**config.mk**
```make
export PLATFORM = sky130hd
export DESIGN_NAME = accu_group_flat
export DESIGN_NICKNAME = d
export VERILOG_FILES = /design/src/rtl/accu_group_if.sv /design/src/rtl/accu_group.sv /design/src/flat_wrapper.sv
export SDC_FILE = /design/constraint.sdc
export NUM_CORES = 1
export LEC_CHECK = 0
export ABC_AREA = 0
export CAP_MARGIN = 10
export CORE_ASPECT_RATIO = 0.9
export CORE_MARGIN = 2
export CORE_UTILIZATION = 45
export DETAILED_ROUTE_END_ITERATION = 8
export PLACE_DENSITY = 0.71
export SYNTH_ARGS = -nofsm -noshare
export SYNTH_HDL_FRONTEND = slang
export SYNTH_SLANG_ARGS = --single-unit
export TNS_END_PERCENT = 1
```
**constraint.sdc**
```tcl
create_clock -name clk -period 6.17 [get_ports clk]
set_clock_uncertainty 0.05 [all_clocks]
set_input_delay 0.9255 -clock clk [delete_from_list [all_inputs] [get_ports clk]]
set_output_delay 0.9255 -clock clk [all_outputs]
set_load 0.02 [all_outputs]
```
**src/rtl/accu_group_if.sv**
```systemverilog
// rtl/accu_group_if.sv - producer/consumer handshake bundle for the group accumulator
interface accu_group_if #(
  parameter int DATA_W = 8,
  parameter int MAX_N  = 4
);
  localparam int CNT_W = $clog2(MAX_N + 1);
  localparam int OUT_W = DATA_W + $clog2(MAX_N);

  // producer side
  logic [CNT_W-1:0]  cfg_len;
  logic [DATA_W-1:0] data_in;
  logic              valid_a;
  logic              last_a;
  logic              ready_a;

  // consumer side
  logic              valid_b;
  logic              ready_b;
  logic [OUT_W-1:0]  data_out;
  logic [CNT_W-1:0]  count_out;

  // environment view: drives beats and consumer acceptance
  modport master (
    output cfg_len, data_in, valid_a, last_a, ready_b,
    input  ready_a, valid_b, data_out, count_out
  );

  // accumulator view
  modport slave (
    input  cfg_len, data_in, valid_a, last_a, ready_b,
    output ready_a, valid_b, data_out, count_out
  );
endinterface

```
**src/rtl/accu_group.sv**
```systemverilog
// rtl/accu_group.sv - sums variable-length groups of input beats, one registered result per group
module accu_group #(
  parameter int DATA_W = 8,
  parameter int MAX_N  = 4
) (
  input  logic        clk,
  input  logic        rst,
  accu_group_if.slave bus
);
  localparam int CNT_W = $clog2(MAX_N + 1);
  localparam int OUT_W = DATA_W + $clog2(MAX_N);
  localparam logic [CNT_W-1:0] MAX_LEN = CNT_W'(MAX_N);

  // group in progress
  logic [OUT_W-1:0] acc_q, acc_d;
  logic [CNT_W-1:0] cnt_q, cnt_d;
  logic [CNT_W-1:0] len_q, len_d;

  // result register
  logic             valid_q, valid_d;
  logic [OUT_W-1:0] data_q, data_d;
  logic [CNT_W-1:0] count_q, count_d;

  logic             ready_a;
  logic             in_fire;
  logic             out_fire;
  logic             first_beat;
  logic             grp_close;
  logic [CNT_W-1:0] cfg_san;
  logic [CNT_W-1:0] grp_len;
  logic [CNT_W-1:0] cnt_inc;
  logic [OUT_W-1:0] data_ext;
  logic [OUT_W-1:0] sum;

  // A pending result only blocks input if the consumer is not taking it this cycle,
  // which is what allows back-to-back groups without a bubble.
  assign ready_a  = ~valid_q | bus.ready_b;
  assign in_fire  = bus.valid_a & ready_a;
  assign out_fire = valid_q & bus.ready_b;

  // Out-of-range lengths (0 or above MAX_N) fall back to the full group size.
  assign cfg_san    = ((bus.cfg_len == '0) || (bus.cfg_len > MAX_LEN)) ? MAX_LEN : bus.cfg_len;
  assign first_beat = (cnt_q == '0);
  // The first beat of a group must see the freshly sampled length, not the stale len_q.
  assign grp_len    = first_beat ? cfg_san : len_q;
  assign cnt_inc    = cnt_q + 1'b1;
  assign data_ext   = {{(OUT_W-DATA_W){1'b0}}, bus.data_in};
  assign sum        = first_beat ? data_ext : (acc_q + data_ext);
  assign grp_close  = in_fire & ((cnt_inc == grp_len) | bus.last_a);

  // Next-state for the partial group and the result register.
  always_comb begin
    acc_d   = acc_q;
    cnt_d   = cnt_q;
    len_d   = len_q;
    valid_d = valid_q;
    data_d  = data_q;
    count_d = count_q;

    if (in_fire) begin
      acc_d = sum;
      cnt_d = grp_close ? '0 : cnt_inc;
      if (first_beat) begin
        len_d = cfg_san;
      end
    end

    // A close in the same cycle as a consume wins, so valid stays high.
    if (grp_close) begin
      valid_d = 1'b1;
      data_d  = sum;
      count_d = cnt_inc;
    end else if (out_fire) begin
      valid_d = 1'b0;
    end
  end

  // State registers with synchronous reset that discards any partial group.
  always_ff @(posedge clk) begin
    if (rst) begin
      acc_q   <= '0;
      cnt_q   <= '0;
      len_q   <= MAX_LEN;
      valid_q <= 1'b0;
      data_q  <= '0;
      count_q <= '0;
    end else begin
      acc_q   <= acc_d;
      cnt_q   <= cnt_d;
      len_q   <= len_d;
      valid_q <= valid_d;
      data_q  <= data_d;
      count_q <= count_d;
    end
  end

  assign bus.ready_a   = ready_a;
  assign bus.valid_b   = valid_q;
  assign bus.data_out  = data_q;
  assign bus.count_out = count_q;
endmodule

```
**src/flat_wrapper.sv**
```systemverilog
// flat-port wrapper written by rule: the top's interface ports become plain ports
module accu_group_flat 
#(
  parameter int DATA_W = 8,
  parameter int MAX_N  = 4
)
  (clk, rst, bus_cfg_len, bus_data_in, bus_valid_a, bus_last_a, bus_ready_b, bus_ready_a, bus_valid_b, bus_data_out, bus_count_out);
  accu_group_if #(.DATA_W(DATA_W), .MAX_N(MAX_N)) bus_i ();
  input  logic clk;
  input  logic rst;
  input wire logic [$bits(bus_i.cfg_len)-1:0] bus_cfg_len;
  input wire logic [$bits(bus_i.data_in)-1:0] bus_data_in;
  input wire logic [$bits(bus_i.valid_a)-1:0] bus_valid_a;
  input wire logic [$bits(bus_i.last_a)-1:0] bus_last_a;
  input wire logic [$bits(bus_i.ready_b)-1:0] bus_ready_b;
  output wire logic [$bits(bus_i.ready_a)-1:0] bus_ready_a;
  output wire logic [$bits(bus_i.valid_b)-1:0] bus_valid_b;
  output wire logic [$bits(bus_i.data_out)-1:0] bus_data_out;
  output wire logic [$bits(bus_i.count_out)-1:0] bus_count_out;
  assign bus_i.cfg_len = bus_cfg_len;
  assign bus_i.data_in = bus_data_in;
  assign bus_i.valid_a = bus_valid_a;
  assign bus_i.last_a = bus_last_a;
  assign bus_i.ready_b = bus_ready_b;
  assign bus_ready_a = bus_i.ready_a;
  assign bus_valid_b = bus_i.valid_b;
  assign bus_data_out = bus_i.data_out;
  assign bus_count_out = bus_i.count_out;
  accu_group #(.DATA_W(DATA_W), .MAX_N(MAX_N)) u_core (.clk(clk), .rst(rst), .bus(bus_i));
endmodule
```
==> results.py, run 1 <==
metrics = {
    "timing": {
        "rsz0062_at_grt": "false",
        "finalSetupTns_ns": 0,
        "fmax_ghz": 0.3158,
        "slew_viol_final": 0,
        "worst_slew_pin_slew_ns": 0.9448,
        "holdWs_ns": 0.4071,
        "period_share_pct": 51.33,
        "relSlewSlack_pct": 36.82,
        "fin_ws_ns": 3.003,
        "setup_violations": 0,
        "hold_violations": 0,
        "period_minus_slack_ns": 3.167,
    },
    "clock_network": {
        "cts_buffers": 5,
        "root_buffer": "clkbuf_8",
        "clk_path_buf_depth": 2,
        "clock_sinks": 30,
        "ctsHoldBuffers": 0,
        "cts.repair.resized": 0,
        "post_cts_buffers": 0,
        "cts_tree": "done",
        "cts_htree_levels": 2,
        "clkTransAtPathRegs_ns": 0.06,
        "clk-insertion-delay-late_ns": 0.28,
    },
    "floorplanning": {
        "row_count": 22,
        "die-area_um2": 4763,
        "die_w_um": 72.53,
        "start_util_pct": 46.68,
        "core_um2": 4074,
        "die_h_um": 65.68,
        "num_io_pins": 31,
    },
    "detailed_routing": {
        "vias_per_cell": 5.653,
        "drtIter0Drc": 124,
        "drc": 0,
        "routedWlPerCell_um": 14.86,
        "wirelength_um": 4370,
        "ant_nets": 0,
        "num_vias": 1662,
        "first_pass_iters": 4,
    },
    "hold_path": {
        "hold_path_depth": 2,
        "hold_class": "flop to flop",
        "worstHoldEndpoint": "u_core.acc_q[7]$_SDFFE_PP0P_",
        "hold_start": "u_core.acc_q[7]$_SDFFE_PP0P_",
    },
    "yosys": {
        "avgSynthCellArea_um2": 8.724,
        "ys_seq_area_share_pct": 31.58,
        "yosysUniqueCellTypes": 47,
        "synth_area_um2": 1902,
        "synthTopCellsByArea": "dfxtp_1, ha_1, mux2i_1, nand2_1, a21o_1",
        "yosysTopAreaCell": "dfxtp_1",
        "syn_inst": 218,
        "yosys_warnings": 0,
        "synth-edff-count": 0,
        "synth_ff_type": "dfxtp_1",
        "synthDominantCellAreaShare_pct": 31.58,
        "syn_nets": 246,
        "async_flop_share_pct": 0,
        "synth-seq-cells": 30,
    },
    "worst_setup_path": {
        "critPathKind": "input pin to output pin",
        "crit_required_ns": 5.19,
        "crit_start": "bus_ready_b",
        "cp.arrival_ns": 2.19,
        "r2r_setup_slack_ns": 3.61,
        "end_kind": "output pin",
        "r2r_start": "u_core.cnt_q[0]$_SDFFE_PP0P_",
        "worstPathMaxFanout": 5,
        "reg2reg_depth": 7,
        "start_kind": "input pin",
        "rr_endpoint": "u_core.bus.count_out[0]$_SDFFE_PP0P_",
    },
    "place": {
        "place_ws_ns": 2.831,
        "gp_congestion": 0.8178,
        "dp_hpwl_um": 3197,
        "port_buffers": 30,
    },
    "global_route": {
        "grt_pass1_vias": 1467,
        "antenna_found_initial": 0,
        "grt_use_total_pct": 18.97,
        "grt_overflow": 0,
        "grt_max_degree": 24,
        "grt_pass1_wl_um": 6996,
    },
    "power_and_ir_drop": {
        "power_density_nw_per_um2": 260.9,
        "peakVddDrop_mv": 0.1283,
        "p_leak_nw": 0.9624,
    },
    "finish": {
        "fin_nets": 273,
        "drive_gt1_share_pct": 8.943,
        "nFillCells": 367,
        "diodes": 0,
        "syn_to_final_growth_pct": 24.47,
    },
    "outcome": {
        "status": "completed",
    },
    "flow_run": {
        "cap_violations": 0,
    },
}
-- stage by stage --
step | area [µm²] | utilization, % | total power [mW] | cells
3_3_place_gp | 2225 | 54.61 | 0.3681 | 286
5_1_grt | 2367 | 58.11 | 0.6457 | 294
6_report | 2367 | 58.11 | 0.6176 | 294
3_5_place_dp | 2225 | 54.61 | 0.3700 | 286
2_1_floorplan | 1902 | - | 0.3232 | 218
4_1_cts | 2367 | 58.11 | 0.6226 | 294
-- worst max-delay path, stage by stage --
cell             delay (ns)
clkdlybuf4s50_1        0.45
nand2b_1               0.18
clkdlybuf4s50_1        0.63
-- power breakdown --
| group | switching (mW) | leakage (nW) | internal, mW |
|---|---|---|---|
| logic | 0.0829 | 0.645 | 0.0662 |
| clock network | 0.0790 | 0.0714 | 0.172 |
| registers | 0.00948 | 0.246 | 0.208 |
-- layout make-up --
| class | count | area (µm²) | area share, % |
|---|---|---|---|
| Clock buffer | 6 | 82.58 | 3.488 |
| Clock inverter | 2 | 60.06 | 2.537 |
| Inverter | 10 | 37.54 | 1.586 |
| Multi-Input combinational cell | 168 | 1226 | 51.80 |
| Sequential cell | 30 | 600.6 | 25.37 |
| Tap cell | 48 | 60.06 | 2.537 |
| Timing Repair Buffer | 30 | 300.3 | 12.68 |
-- cell usage after synthesis, types with 2 or more instances --
| master | instances |
|---|---|
| nor2_1 | 13 |
| mux2i_1 | 9 |
| a21oi_1 | 10 |
| a211o_1 | 4 |
| ha_1 | 11 |
| or2_2 | 2 |
| a21o_1 | 8 |
| o21a_1 | 2 |
| a211oi_1 | 7 |
| nand2b_1 | 2 |
| nand3_1 | 9 |
| and2_1 | 2 |
| dfxtp_1 | 30 |
| nand2_1 | 24 |
| mux2_4 | 2 |
| a2111oi_0 | 2 |
| and3_1 | 2 |
| nor2b_1 | 8 |
| o21ai_0 | 8 |
| xnor2_1 | 5 |
| clkbuf_1 | 10 |
| nand4_1 | 3 |
| a31o_2 | 2 |
| inv_1 | 10 |
| nor3_1 | 3 |
| mux2i_2 | 2 |
| o211ai_1 | 2 |
| a221oi_1 | 4 |
| a311oi_1 | 4 |
-- flip-flops by register name, summed over array words and instances (netlist names) --
signal                cells
u_core.acc_q             10
u_core.bus.count_out      3
u_core.bus.data_out      10
u_core.bus.valid_b        1
u_core.cnt_q              3
u_core.len_q              3
-- worst max path at each step --
stage                                           end  slack (ns)
2_1_floorplan  u_core.bus.count_out[0]$_SDFFE_PP0P_        3.40
3_3_place_gp   u_core.bus.count_out[0]$_SDFFE_PP0P_        2.85
3_5_place_dp   u_core.bus.count_out[0]$_SDFFE_PP0P_        2.83
4_1_cts                                 bus_ready_a        3.00
5_1_grt                                 bus_ready_a        2.96
6_report                                bus_ready_a        3.00
-- cell usage in the layout (no fill, tap or decap), types with 3 or more instances in the layout --
cell | netlist | final
clkdlybuf4s50_1 | 0 | 30
dfxtp_1 | 30 | 30
nand2_1 | 24 | 24
nor2_1 | 13 | 13
ha_1 | 11 | 11
inv_1 | 10 | 10
a21oi_1 | 10 | 10
mux2i_1 | 9 | 9
nand3_1 | 9 | 9
o21ai_0 | 8 | 8
a21o_1 | 8 | 8
nor2b_1 | 8 | 8
a211oi_1 | 7 | 7
clkbuf_8 | 0 | 6
xnor2_1 | 5 | 5
a211o_1 | 4 | 4
a311oi_1 | 4 | 4
a221oi_1 | 4 | 4
nand4_1 | 3 | 3
nor3_1 | 3 | 3
-- layer usage --
layer,global-route usage (%),wire (µm),vias to the layer above,part of all wire [%]
met5,0,0,-,0
met4,4.861,21,0,0.48
met3,4.755,384,3,8.8
met2,29.66,1849,64,42
met1,26.04,2115,730,48
li1,-,-,865,-
-- kinds of logic after synthesis --
group | share of synthesized area [%]
AO/OA/AOI/OAI | 26.18
AND/OR/NAND/NOR | 18.22
XOR/XNOR | 4.014
buffers and inverters | 3.948
multiplexers | 7.764
adder cells (fa/ha/maj) | 8.289
flip-flops | 31.58
Note: power is estimated with default switching activity, not from simulation.
==> run 2: changes to the inputs <==
--- a/config.mk
+++ b/config.mk
@@ -11,7 +11,7 @@
 export CORE_MARGIN = 2
 export CORE_UTILIZATION = 45
 export DETAILED_ROUTE_END_ITERATION = 8
-export PLACE_DENSITY = 0.71
+export PLACE_DENSITY = 0.74
 export SYNTH_ARGS = -nofsm -noshare
 export SYNTH_HDL_FRONTEND = slang
 export SYNTH_SLANG_ARGS = --single-unit
==> constraint.sdc (replaced) <==
create_clock -name clk -period 2.6 [get_ports clk]
set_clock_uncertainty 0.05 [all_clocks]
set_input_delay 0.39 -clock clk [delete_from_list [all_inputs] [get_ports clk]]
set_output_delay 0.39 -clock clk [all_outputs]
set_load 0.02 [all_outputs]
==> results.py, run 2 (synthesized netlist as in run 1, its figures left out) <==
metrics = {
    "timing": {
        "fin_ws_ns": 0.1870,
        "period_minus_slack_ns": 2.413,
        "relSlewSlack_pct": 64.93,
        "slew_viol_final": 0,
        "rsz0062_at_grt": "false",
        "worst_slew_pin_slew_ns": 0.5261,
        "finalSetupTns_ns": 0,
        "setup_violations": 0,
        "period_share_pct": 92.81,
        "hold_violations": 0,
        "fmax_ghz": 0.4144,
        "holdWs_ns": 0.4103,
    },
    "detailed_routing": {
        "vias_per_cell": 5.632,
        "drtIter0Drc": 81,
        "wirelength_um": 4415,
        "routedWlPerCell_um": 14.38,
        "ant_nets": 0,
        "first_pass_iters": 4,
        "drc": 0,
        "num_vias": 1729,
    },
    "worst_setup_path": {
        "r2r_start": "u_core.cnt_q[0]$_SDFFE_PP0P_",
        "critPathSlowestCell": "clkdlybuf4s50_1",
        "rr_endpoint": "u_core.bus.count_out[0]$_SDFFE_PP0P_",
        "end_kind": "flop",
        "r2r_setup_slack_ns": 0.28,
        "slowest_delay_ns": 0.41,
        "worstPathMaxFanout": 5,
        "cp_top_family": "buffers and inverters",
        "crit_required_ns": 2.73,
        "reg2reg_depth": 7,
        "worstPathCellList": "clkdlybuf4s50_1, or2_2, ha_1, nor2b_1, mux2i_2, xor2_2, buf_4, a31o_2, a221oi_1",
        "critPathKind": "input pin to flop",
        "cp.arrival_ns": 2.54,
        "worst-path-buf-inv": 2,
        "start_kind": "input pin",
    },
    "clock_network": {
        "root_buffer": "clkbuf_8",
        "clk-insertion-delay-late_ns": 0.28,
        "cts_htree_levels": 2,
        "clock_sinks": 30,
        "clkTransAtPathRegs_ns": 0.06,
        "cts.repair.resized": 0,
        "cts_tree": "done",
        "clk_path_buf_depth": 2,
        "post_cts_buffers": 0,
        "cts_buffers": 5,
        "ctsHoldBuffers": 0,
    },
    "floorplanning": {
        "start_util_pct": 46.68,
        "row_count": 22,
        "core_um2": 4074,
        "die_w_um": 72.53,
        "die_h_um": 65.68,
        "num_io_pins": 31,
        "die-area_um2": 4763,
    },
    "place": {
        "gp_congestion": 0.8251,
        "place_ws_ns": -0.1114,
        "dp_hpwl_um": 3297,
        "place_inst": 299,
        "port_buffers": 30,
    },
    "global_route": {
        "antenna_found_initial": 0,
        "grt_max_degree": 23,
        "grt_use_total_pct": 19.63,
        "grt_pass1_vias": 1606,
        "grt_overflow": 0,
        "grt_pass1_wl_um": 7348,
    },
    "power_and_ir_drop": {
        "power_density_nw_per_um2": 545.6,
        "peakVddDrop_mv": 0.3236,
        "p_leak_nw": 1.010,
    },
    "finish": {
        "nFillCells": 381,
        "syn_to_final_growth_pct": 27.89,
        "fin_nets": 286,
        "drive_gt1_share_pct": 13.51,
        "diodes": 0,
        "instances_no_fill": 307,
        "layout_common_cells": "clkdlybuf4s50_1, dfxtp_1, nand2_1",
    },
    "hold_path": {
        "worstHoldEndpoint": "u_core.acc_q[7]$_SDFFE_PP0P_",
        "hold_path_depth": 2,
        "hold_class": "flop to flop",
        "hold_start": "u_core.acc_q[7]$_SDFFE_PP0P_",
    },
    "outcome": {
        "status": "completed",
    },
    "flow_run": {
        "cap_violations": 0,
    },
}
[run 2: changes by cell type in the layout (fill, tap and decap cells not counted), sizes merged]
| cell | change |
|---|---|
| clkbuf | +2 |
| bufinv | -2 |
| buf | +13 |
[run 2: layout make-up]
| type | instances | area (µm²) | share of cell area [%] |
|---|---|---|---|
| inverters | 10 | 37.54 | 1.543 |
| well taps | 48 | 60.06 | 2.469 |
| repair buffers | 43 | 397.9 | 16.36 |
| multi-input cells | 168 | 1226 | 50.41 |
| flip-flops and latches | 30 | 600.6 | 24.69 |
| clock buffers | 8 | 110.1 | 4.527 |
[run 2: per-layer routing]
| metal | global-route usage (%) | up-vias | share of wire, % |
|---|---|---|---|
| li1 | - | 883 | - |
| met1 | 25.30 | 798 | 49 |
| met2 | 32.05 | 46 | 44 |
| met3 | 6.442 | 2 | 6.4 |
| met4 | 3.935 | 0 | 0.36 |
| met5 | 0 | - | 0 |
[run 2: worst max path at each step]
stage	startpoint	endpoint	cells after the start	slack [ns]
floorplan	u_core.cnt_q[0]$_SDFFE_PP0P_	u_core.bus.count_out[0]$_SDFFE_PP0P_	7	0.31
global placement	bus_cfg_len[1]	u_core.bus.data_out[3]$_SDFFE_PP0P_	9	-0.04
detailed placement	bus_cfg_len[1]	u_core.bus.data_out[4]$_SDFFE_PP0P_	9	-0.11
CTS	bus_cfg_len[1]	u_core.bus.data_out[4]$_SDFFE_PP0P_	9	0.18
global route	bus_cfg_len[1]	u_core.bus.data_out[4]$_SDFFE_PP0P_	9	0.07
finish	bus_cfg_len[1]	u_core.bus.data_out[4]$_SDFFE_PP0P_	9	0.19
[run 2: worst reg2reg max path, delay by kind of cell, from the launching register on]
family,cells,cell delay [ns]
flops,1,0.43
simple gates,1,0.29
compound gates,3,0.81
fa+ha+maj,1,0.26
mux,1,0.30
buf+inv,1,0.07
[run 2: through the flow]
stage | cell area, µm² | utilization [%] | power [mW]
2_1_floorplan | 1902 | - | 0.7669
3_5_place_dp | 2322 | 57.00 | 0.8996
3_3_place_gp | 2322 | 57.00 | 0.8932
6_report | 2432 | 59.71 | 1.327
5_1_grt | 2432 | 59.71 | 1.401
4_1_cts | 2432 | 59.71 | 1.341
[run 2: power by group]
part	switching (mW)	internal [mW]	total, mW	leakage, nW
Clock	0.169	0.267	0.436	0.0575
Combinational	0.201	0.176	0.376	0.706
Sequential	0.0217	0.493	0.515	0.246
Total	0.391	0.936	1.33	1.01
